[config.mk]
export PLATFORM = sky130hd
export DESIGN_NAME = note_lookup_sequencer
export DESIGN_NICKNAME = d
export VERILOG_FILES = /design/src/rtl/note_lookup_sequencer.sv
export SDC_FILE = /design/constraint.sdc
export NUM_CORES = 1
export LEC_CHECK = 0
export CAP_MARGIN = 25
export CORE_UTILIZATION = 57
export DETAILED_ROUTE_END_ITERATION = 10
export PLACE_DENSITY = 0.84
export SYNTH_ARGS = -nofsm -noshare
export SYNTH_HDL_FRONTEND = slang
export SYNTH_SLANG_ARGS = --single-unit
[constraint.sdc]
create_clock -name clk_in -period 4.25 [get_ports clk_in]
set_input_delay 0.85 -clock clk_in [delete_from_list [all_inputs] [get_ports clk_in]]
set_output_delay 0.85 -clock clk_in [all_outputs]
set_load 0.02 [all_outputs]
[src/rtl/note_lookup_sequencer.sv]
// rtl/note_lookup_sequencer.sv - frequency to note-code lookup with stability filter
// Define NOTE_BINARY_SEARCH_EN for a fixed 5-cycle binary search instead of the linear scan.
module note_lookup_sequencer #(
    parameter int unsigned STABLE_COUNT = 3
) (
    input  logic        clk_in,
    input  logic        rst_n_in,
    input  logic        clear_in,
    input  logic [31:0] freq_in,
    input  logic        freq_valid_in,
    output logic        freq_ready_out,
    output logic [7:0]  note_code_out,
    output logic        note_active_out,
    output logic        note_valid_out,
    output logic        busy_out
);

    typedef enum logic [1:0] {IDLE, SEARCH, DONE} state_t;

    localparam logic [3:0] STABLE = 4'(STABLE_COUNT);

    // Lower bin edges; index 27 is the exclusive upper edge of the last bin.
    function automatic logic [10:0] bound(input logic [4:0] i);
        case (i)
            5'd0:    bound = 11'd220;
            5'd1:    bound = 11'd233;
            5'd2:    bound = 11'd247;
            5'd3:    bound = 11'd262;
            5'd4:    bound = 11'd277;
            5'd5:    bound = 11'd294;
            5'd6:    bound = 11'd311;
            5'd7:    bound = 11'd330;
            5'd8:    bound = 11'd349;
            5'd9:    bound = 11'd370;
            5'd10:   bound = 11'd392;
            5'd11:   bound = 11'd415;
            5'd12:   bound = 11'd440;
            5'd13:   bound = 11'd466;
            5'd14:   bound = 11'd494;
            5'd15:   bound = 11'd523;
            5'd16:   bound = 11'd554;
            5'd17:   bound = 11'd587;
            5'd18:   bound = 11'd622;
            5'd19:   bound = 11'd659;
            5'd20:   bound = 11'd698;
            5'd21:   bound = 11'd740;
            5'd22:   bound = 11'd784;
            5'd23:   bound = 11'd831;
            5'd24:   bound = 11'd880;
            5'd25:   bound = 11'd932;
            5'd26:   bound = 11'd988;
            default: bound = 11'd1047;
        endcase
    endfunction

    // Code 0 is never a real note (accidental field is 01 or 10), so it doubles as "none".
    function automatic logic [7:0] code_of(input logic [4:0] k);
        logic [4:0] m;
        logic [2:0] oct;
        logic [4:0] la;
        if (k >= 5'd24)      m = k - 5'd24;
        else if (k >= 5'd12) m = k - 5'd12;
        else                 m = k;
        if (k < 5'd3)        oct = 3'd3;
        else if (k < 5'd15)  oct = 3'd4;
        else                 oct = 3'd5;
        case (m)
            5'd0:    la = {3'd0, 2'b01};
            5'd1:    la = {3'd1, 2'b10};
            5'd2:    la = {3'd1, 2'b01};
            5'd3:    la = {3'd2, 2'b01};
            5'd4:    la = {3'd3, 2'b10};
            5'd5:    la = {3'd3, 2'b01};
            5'd6:    la = {3'd4, 2'b10};
            5'd7:    la = {3'd4, 2'b01};
            5'd8:    la = {3'd5, 2'b01};
            5'd9:    la = {3'd6, 2'b10};
            5'd10:   la = {3'd6, 2'b01};
            default: la = {3'd0, 2'b10};
        endcase
        code_of = {la, oct};
    endfunction

    state_t      state_q, state_d;
    logic [4:0]  idx_q, idx_d;
    logic [31:0] freq_q, freq_d;
    logic [7:0]  res_q, res_d;
    logic [7:0]  cand_q, cand_d;
    logic [3:0]  cnt_q, cnt_d;
    logic [7:0]  code_q, code_d;
    logic        active_q, active_d;
    logic        valid_q, valid_d;
    logic        rst_ok_q, rst_ok_d;
    logic        oor;
`ifdef NOTE_BINARY_SEARCH_EN
    logic [4:0]  hi_q, hi_d;
    logic [2:0]  step_q, step_d;
    logic [4:0]  mid;
`endif

    assign freq_ready_out  = (state_q == IDLE) && !clear_in && rst_ok_q;
    assign busy_out        = (state_q != IDLE);
    assign note_code_out   = code_q;
    assign note_active_out = active_q;
    assign note_valid_out  = valid_q;
    assign oor             = (freq_q < 32'd220) || (freq_q >= 32'd1047);

    always_comb begin
        state_d  = state_q;
        idx_d    = idx_q;
        freq_d   = freq_q;
        res_d    = res_q;
        cand_d   = cand_q;
        cnt_d    = cnt_q;
        code_d   = code_q;
        active_d = active_q;
        valid_d  = 1'b0;
        rst_ok_d = 1'b1;
`ifdef NOTE_BINARY_SEARCH_EN
        hi_d     = hi_q;
        step_d   = step_q;
        mid      = 5'((6'(idx_q) + 6'(hi_q) + 6'd1) >> 1);
`endif
        if (clear_in) begin
            state_d = IDLE;
            cnt_d   = 4'd0;
        end else begin
            case (state_q)
                IDLE: begin
                    if (freq_valid_in && freq_ready_out) begin
                        freq_d  = freq_in;
                        idx_d   = 5'd0;
                        state_d = SEARCH;
`ifdef NOTE_BINARY_SEARCH_EN
                        hi_d    = 5'd26;
                        step_d  = 3'd0;
`endif
                    end
                end
                SEARCH: begin
`ifdef NOTE_BINARY_SEARCH_EN
                    // idx holds the low end of the window; five halvings cover 27 bins.
                    if ({21'b0, bound(mid)} <= freq_q) idx_d = mid;
                    else                               hi_d  = mid - 5'd1;
                    step_d = step_q + 3'd1;
                    if (step_q == 3'd4) begin
                        state_d = DONE;
                        res_d   = oor ? 8'd0 : code_of(idx_d);
                    end
`else
                    if (idx_q == 5'd0 && oor) begin
                        res_d   = 8'd0;
                        state_d = DONE;
                    end else if (freq_q < {21'b0, bound(idx_q + 5'd1)}) begin
                        res_d   = code_of(idx_q);
                        state_d = DONE;
                    end else begin
                        idx_d = idx_q + 5'd1;
                    end
`endif
                end
                DONE: begin
                    if (res_q == cand_q) begin
                        cnt_d = (cnt_q >= STABLE) ? STABLE : cnt_q + 4'd1;
                    end else begin
                        cand_d = res_q;
                        cnt_d  = 4'd1;
                    end
                    if (cnt_d == STABLE && cand_d != code_q) begin
                        code_d   = cand_d;
                        active_d = (cand_d != 8'd0);
                        valid_d  = 1'b1;
                    end
                    state_d = IDLE;
                end
                default: state_d = IDLE;
            endcase
        end
    end

    always_ff @(posedge clk_in or negedge rst_n_in) begin
        if (!rst_n_in) begin
            state_q  <= IDLE;
            idx_q    <= 5'd0;
            freq_q   <= 32'd0;
            res_q    <= 8'd0;
            cand_q   <= 8'd0;
            cnt_q    <= 4'd0;
            code_q   <= 8'd0;
            active_q <= 1'b0;
            valid_q  <= 1'b0;
            rst_ok_q <= 1'b0;
`ifdef NOTE_BINARY_SEARCH_EN
            hi_q     <= 5'd0;
            step_q   <= 3'd0;
`endif
        end else begin
            state_q  <= state_d;
            idx_q    <= idx_d;
            freq_q   <= freq_d;
            res_q    <= res_d;
            cand_q   <= cand_d;
            cnt_q    <= cnt_d;
            code_q   <= code_d;
            active_q <= active_d;
            valid_q  <= valid_d;
            rst_ok_q <= rst_ok_d;
`ifdef NOTE_BINARY_SEARCH_EN
            hi_q     <= hi_d;
            step_q   <= step_d;
`endif
        end
    end

endmodule

==> out/summary.md <==
Timing analysis after detailed placement gives a worst setup slack of 213 ps. The run gives 48 as the count of pins on the block boundary. Initial cell density of the core: 59.4%. In this run, the number of DRC markers left after iteration 0 of detailed routing was 251. The average size of a mapped cell is 8.65 µm², and the deepest level of the CTS H-tree is 3.

The fraction of synthesis flops using an asynchronous set or reset pin was 100%; the count of pins over their slew limit was 0. Buffers inserted during clock tree synthesis total 9. The run gives 260 ps as the setup slack of the worst register-to-register path.

Sequential cells were found to cover 40.4% of the synthesized design area. In the final routing, the length of wire on met1 measures 4680 µm. After detailed routing, the total wire length is 10400 µm. The die area came out at 0.00796 mm². The tree is rooted in a sky130_fd_sc_hd__clkbuf_8. The flow ran to the end, and the final reports show no timing, DRC or antenna violations. The die height was 89.2 µm; the relative max-transition margin was 42.4%. The distinct cell type count after synthesis was 64. Endpoint type of the worst setup path: a register.

The fraction of layout cells with a size suffix above 1 is 12.6%. Signal routing reaches up to met4. In this run the critical register-to-register path is launched from idx_q[2]$_DFFE_PN0P_.

The biggest area consumer among synthesized cells was sky130_fd_sc_hd__dfrtp_1. Global routing used 28.7% of the available tracks across all layers. The clock-pin slew of the registers on the worst-case setup and hold paths is 90 ps, and the number of core rows is 31. Once placement finished, the instance area stood at 0.00499 mm².

Ranked by total cell area, the synthesized netlist is headed by sky130_fd_sc_hd__dfrtp_1 (40%), sky130_fd_sc_hd__nand2_1 (12%), sky130_fd_sc_hd__ha_1 (7.2%), sky130_fd_sc_hd__mux2_2 (3.9%), sky130_fd_sc_hd__a21oi_1 (2.9%). In this run the remaining antenna-violating nets after routing total 0. Setup repair after global routing left no endpoint under its margin.

Power spread over the standard cell area amounts to 542 mW/mm². The transition time of the tightest slew-check pin was 859 ps. Once routing completed, OpenROAD measured the worst setup slack at 262 ps. Data arrives at the worst endpoint at 4240 ps. Counting the fill cells in the layout gives 587.

Clock skew on the completed layout was measured at 8.38 ps. The tools report the length of routed met3 wiring as 516 µm. TritonCTS built the clock tree. Summed over all layers, the global routing overflow is 0. Across the run, the number of max-cap violations was 0. Number of antenna violations at the first check in global routing: 0. For the final instance area, the log shows 0.00521 mm².

Of the post-synthesis cell area, the dominant cell type holds 40.4%. After clock tree synthesis, the flow added hold-fix buffers numbering 0. After layout, the minimum clock period comes to 3990 ps. In this run, synthesis inferred 0 flip-flops with an integrated enable. The number of antenna diodes in the final layout is 0. The prevailing post-synth register cell is sky130_fd_sc_hd__dfrtp_1. From synthesis to final layout, the design area changed by 20.2%. The floorplan step defined a core boundary enclosing 0.00729 mm². Measured on the finished design, the core utilization comes to 71.4%. By count the netlist is led by sky130_fd_sc_hd__nand2_1 (141), sky130_fd_sc_hd__dfrtp_1 (70), sky130_fd_sc_hd__nor2_1 (32), sky130_fd_sc_hd__a21oi_1 (25), sky130_fd_sc_hd__ha_1 (25). For this run, the number of Yosys warnings is 0.

Classification of the worst-slack hold path: in -> async. Final hold violation count: 0. CTS saw 70 sinks.

In this run the deepest clock path goes through 2 buffers. STA classifies the critical path startpoint as a register. Start point of the critical path: idx_q[2]$_DFFE_PN0P_. The logs give 0 for the count of unresolved DRC violations after routing and 646 for the cell count after placement.

At the worst endpoint, the required time is 4500 ps. The largest net degree at the start of global routing came out at 47. In this run the static leakage power is 2.49 nW. Synthesis inferred 70 register bits. The non-filler instance count after layout is 663, and the final weighted congestion in routability-driven placement is 0.926.

Latest clock arrival within the worst-skew pair: 360 ps. Following the worst setup path forward leads to its endpoint at res_q[6]$_DFFE_PN0P_. Counting cells, the worst reg-to-reg path comes to 13. The total via count after detailed routing was 3880.

During placement, the flow inserted port buffers numbering 47. Summed over all failing endpoints, the final setup total negative slack is 0 ps. The run gives 3623 as the via count of the first global-routing pass.

After detailed routing, the average wire length per cell comes to 15.7 µm. The endpoint of the worst-slack reg-to-reg timing path is res_q[6]$_DFFE_PN0P_. Using the TritonRoute via totals, the vias-per-cell ratio works out to 5.85. Of the available clock period, the critical path in the final layout requires 93.8%. The category of the critical setup timing path was reg -> reg. Detailed placement ended at an HPWL of 7500 µm. Synthesis handed over a netlist of 501 instances. The most common cell in the synthesized netlist was sky130_fd_sc_hd__nand2_1. The number of nets handed over by synthesis was 562. Detailed-routed wire length on met2: 5000 µm. Net total in the final layout: 620.

For this run, the top clock speed supported by timing is 251 MHz. In this run the worst path has a maximum fanout of 9. The first global-routing pass estimated 17400 µm of wire. The die outline width was 89.2 µm.

VDD sags by at most 362 µV. Summing every instance area after synthesis gives 0.00433 mm². The first detailed-routing pass ran for 4 iterations. Setup violations remaining at the end of the flow were counted as 0.
where the power goes:
| group | internal (mW) | total [mW] | switching [mW] |
|---|---|---|---|
| clock | 0.225 | 0.520 | 0.295 |
| combinational | 0.571 | 1.32 | 0.750 |
| sequential | 0.816 | 0.980 | 0.164 |
| total | 1.61 | 2.82 | 1.21 |
worst max-delay path, stage by stage (launching register included):
cell                        delay, ps
sky130_fd_sc_hd__dfrtp_1          520
sky130_fd_sc_hd__buf_4            210
sky130_fd_sc_hd__nand3_1          130
sky130_fd_sc_hd__xnor2_1          260
sky130_fd_sc_hd__buf_4            210
sky130_fd_sc_hd__a211oi_1          60
sky130_fd_sc_hd__a211oi_1         270
sky130_fd_sc_hd__a21oi_1           80
sky130_fd_sc_hd__ha_1             320
sky130_fd_sc_hd__a2111oi_0        560
sky130_fd_sc_hd__nand4_1          180
sky130_fd_sc_hd__o2111a_2         340
sky130_fd_sc_hd__nor3_4           360
sky130_fd_sc_hd__mux2_2           390
per-layer routing:
layer | up-vias | global-route usage (%)
met3 | 21 | 5.26
met1 | 1884 | 39.8
li1 | 1851 | -
met4 | 0 | 11.3
met2 | 124 | 44.7
met5 | - | 0
cell type report:
cell class | instances | area [µm²] | area share, %
clock buffer | 9 | 124 | 2.38
tap | 99 | 124 | 2.38
clock inverter | 7 | 63.8 | 1.22
sequential | 70 | 1750 | 33.6
timing repair buffer | 68 | 636 | 12.2
inverter | 15 | 56.3 | 1.08
multi-input combinational | 395 | 2450 | 47.1
timing repair:
action | 4_1_cts | 5_1_grt
endpoints found under the setup margin | 0 | 8
resized for setup | 0 | 3
setup buffers | 0 | 0
how the worst min path moves through the flow:
stage / start / end / slack, ps
2_1_floorplan: freq_q[14]$_DFFE_PN0P_ / freq_q[14]$_DFFE_PN0P_ / 450
3_3_place_gp: freq_q[16]$_DFFE_PN0P_ / freq_q[16]$_DFFE_PN0P_ / 460
3_5_place_dp: freq_q[17]$_DFFE_PN0P_ / freq_q[17]$_DFFE_PN0P_ / 460
4_1_cts: freq_q[17]$_DFFE_PN0P_ / freq_q[17]$_DFFE_PN0P_ / 480
5_1_grt: rst_n_in / idx_q[3]$_DFFE_PN0P_ / 310
6_report: rst_n_in / idx_q[3]$_DFFE_PN0P_ / 310
metrics by stage:
step | total power [mW] | hold WS [ps]
after floorplan | 1.87 | 446
after global placement | 2.23 | 460
after detailed placement | 2.28 | 464
after CTS | 2.80 | 485
after global routing | 3.03 | 313
final | 2.82 | 310
cell usage in the layout (no fill, tap or decap), types with 3 or more instances in the layout:
cell type	netlist	final
sky130_fd_sc_hd__mux2_2	15	15
sky130_fd_sc_hd__inv_1	12	12
sky130_fd_sc_hd__nor3_1	7	7
sky130_fd_sc_hd__clkdlybuf4s50_1	0	46
sky130_fd_sc_hd__mux2i_1	9	9
sky130_fd_sc_hd__o211ai_1	3	3
sky130_fd_sc_hd__nand4_1	7	7
sky130_fd_sc_hd__nor2b_1	5	5
sky130_fd_sc_hd__a211oi_1	7	7
sky130_fd_sc_hd__o21ai_0	21	21
sky130_fd_sc_hd__nor4_1	8	8
sky130_fd_sc_hd__nand2b_1	4	4
sky130_fd_sc_hd__xnor2_1	11	11
sky130_fd_sc_hd__a21oi_1	25	25
sky130_fd_sc_hd__xor2_1	10	10
sky130_fd_sc_hd__nor2_1	32	32
sky130_fd_sc_hd__nand3_1	10	10
sky130_fd_sc_hd__buf_4	1	20
sky130_fd_sc_hd__dfrtp_1	70	70
sky130_fd_sc_hd__a31oi_1	4	4
sky130_fd_sc_hd__clkbuf_8	0	9
sky130_fd_sc_hd__nand2_1	141	141
sky130_fd_sc_hd__a21o_1	4	4
sky130_fd_sc_hd__ha_1	25	23
cell families (layout without fill, tap and decap cells):
| logic type | count (synthesis) | in the layout | share of synthesized area, % |
|---|---|---|---|
| DFF | 70 | 70 | 40.4 |
| AOI/OAI and AO/OA | 90 | 90 | 13.8 |
| adders and majority gates | 25 | 25 | 7.22 |
| buffers and inverters | 36 | 99 | 3.32 |
| muxes | 25 | 25 | 6.32 |
| and+or+nand+nor | 231 | 231 | 23.9 |
| other | 1 | 1 | 0.0865 |
| xor gates and xnor gates | 23 | 23 | 4.99 |
registers in the layout, summed over array words and instances, names as in the netlist:
signal	count
note_code_out	8
note_active_out	1
cnt_q	4
note_valid_out	1
state_q	2
res_q	8
idx_q	5
cand_q	8
freq_q	32
rst_ok_q	1
Power figures use the tool's default switching activity.
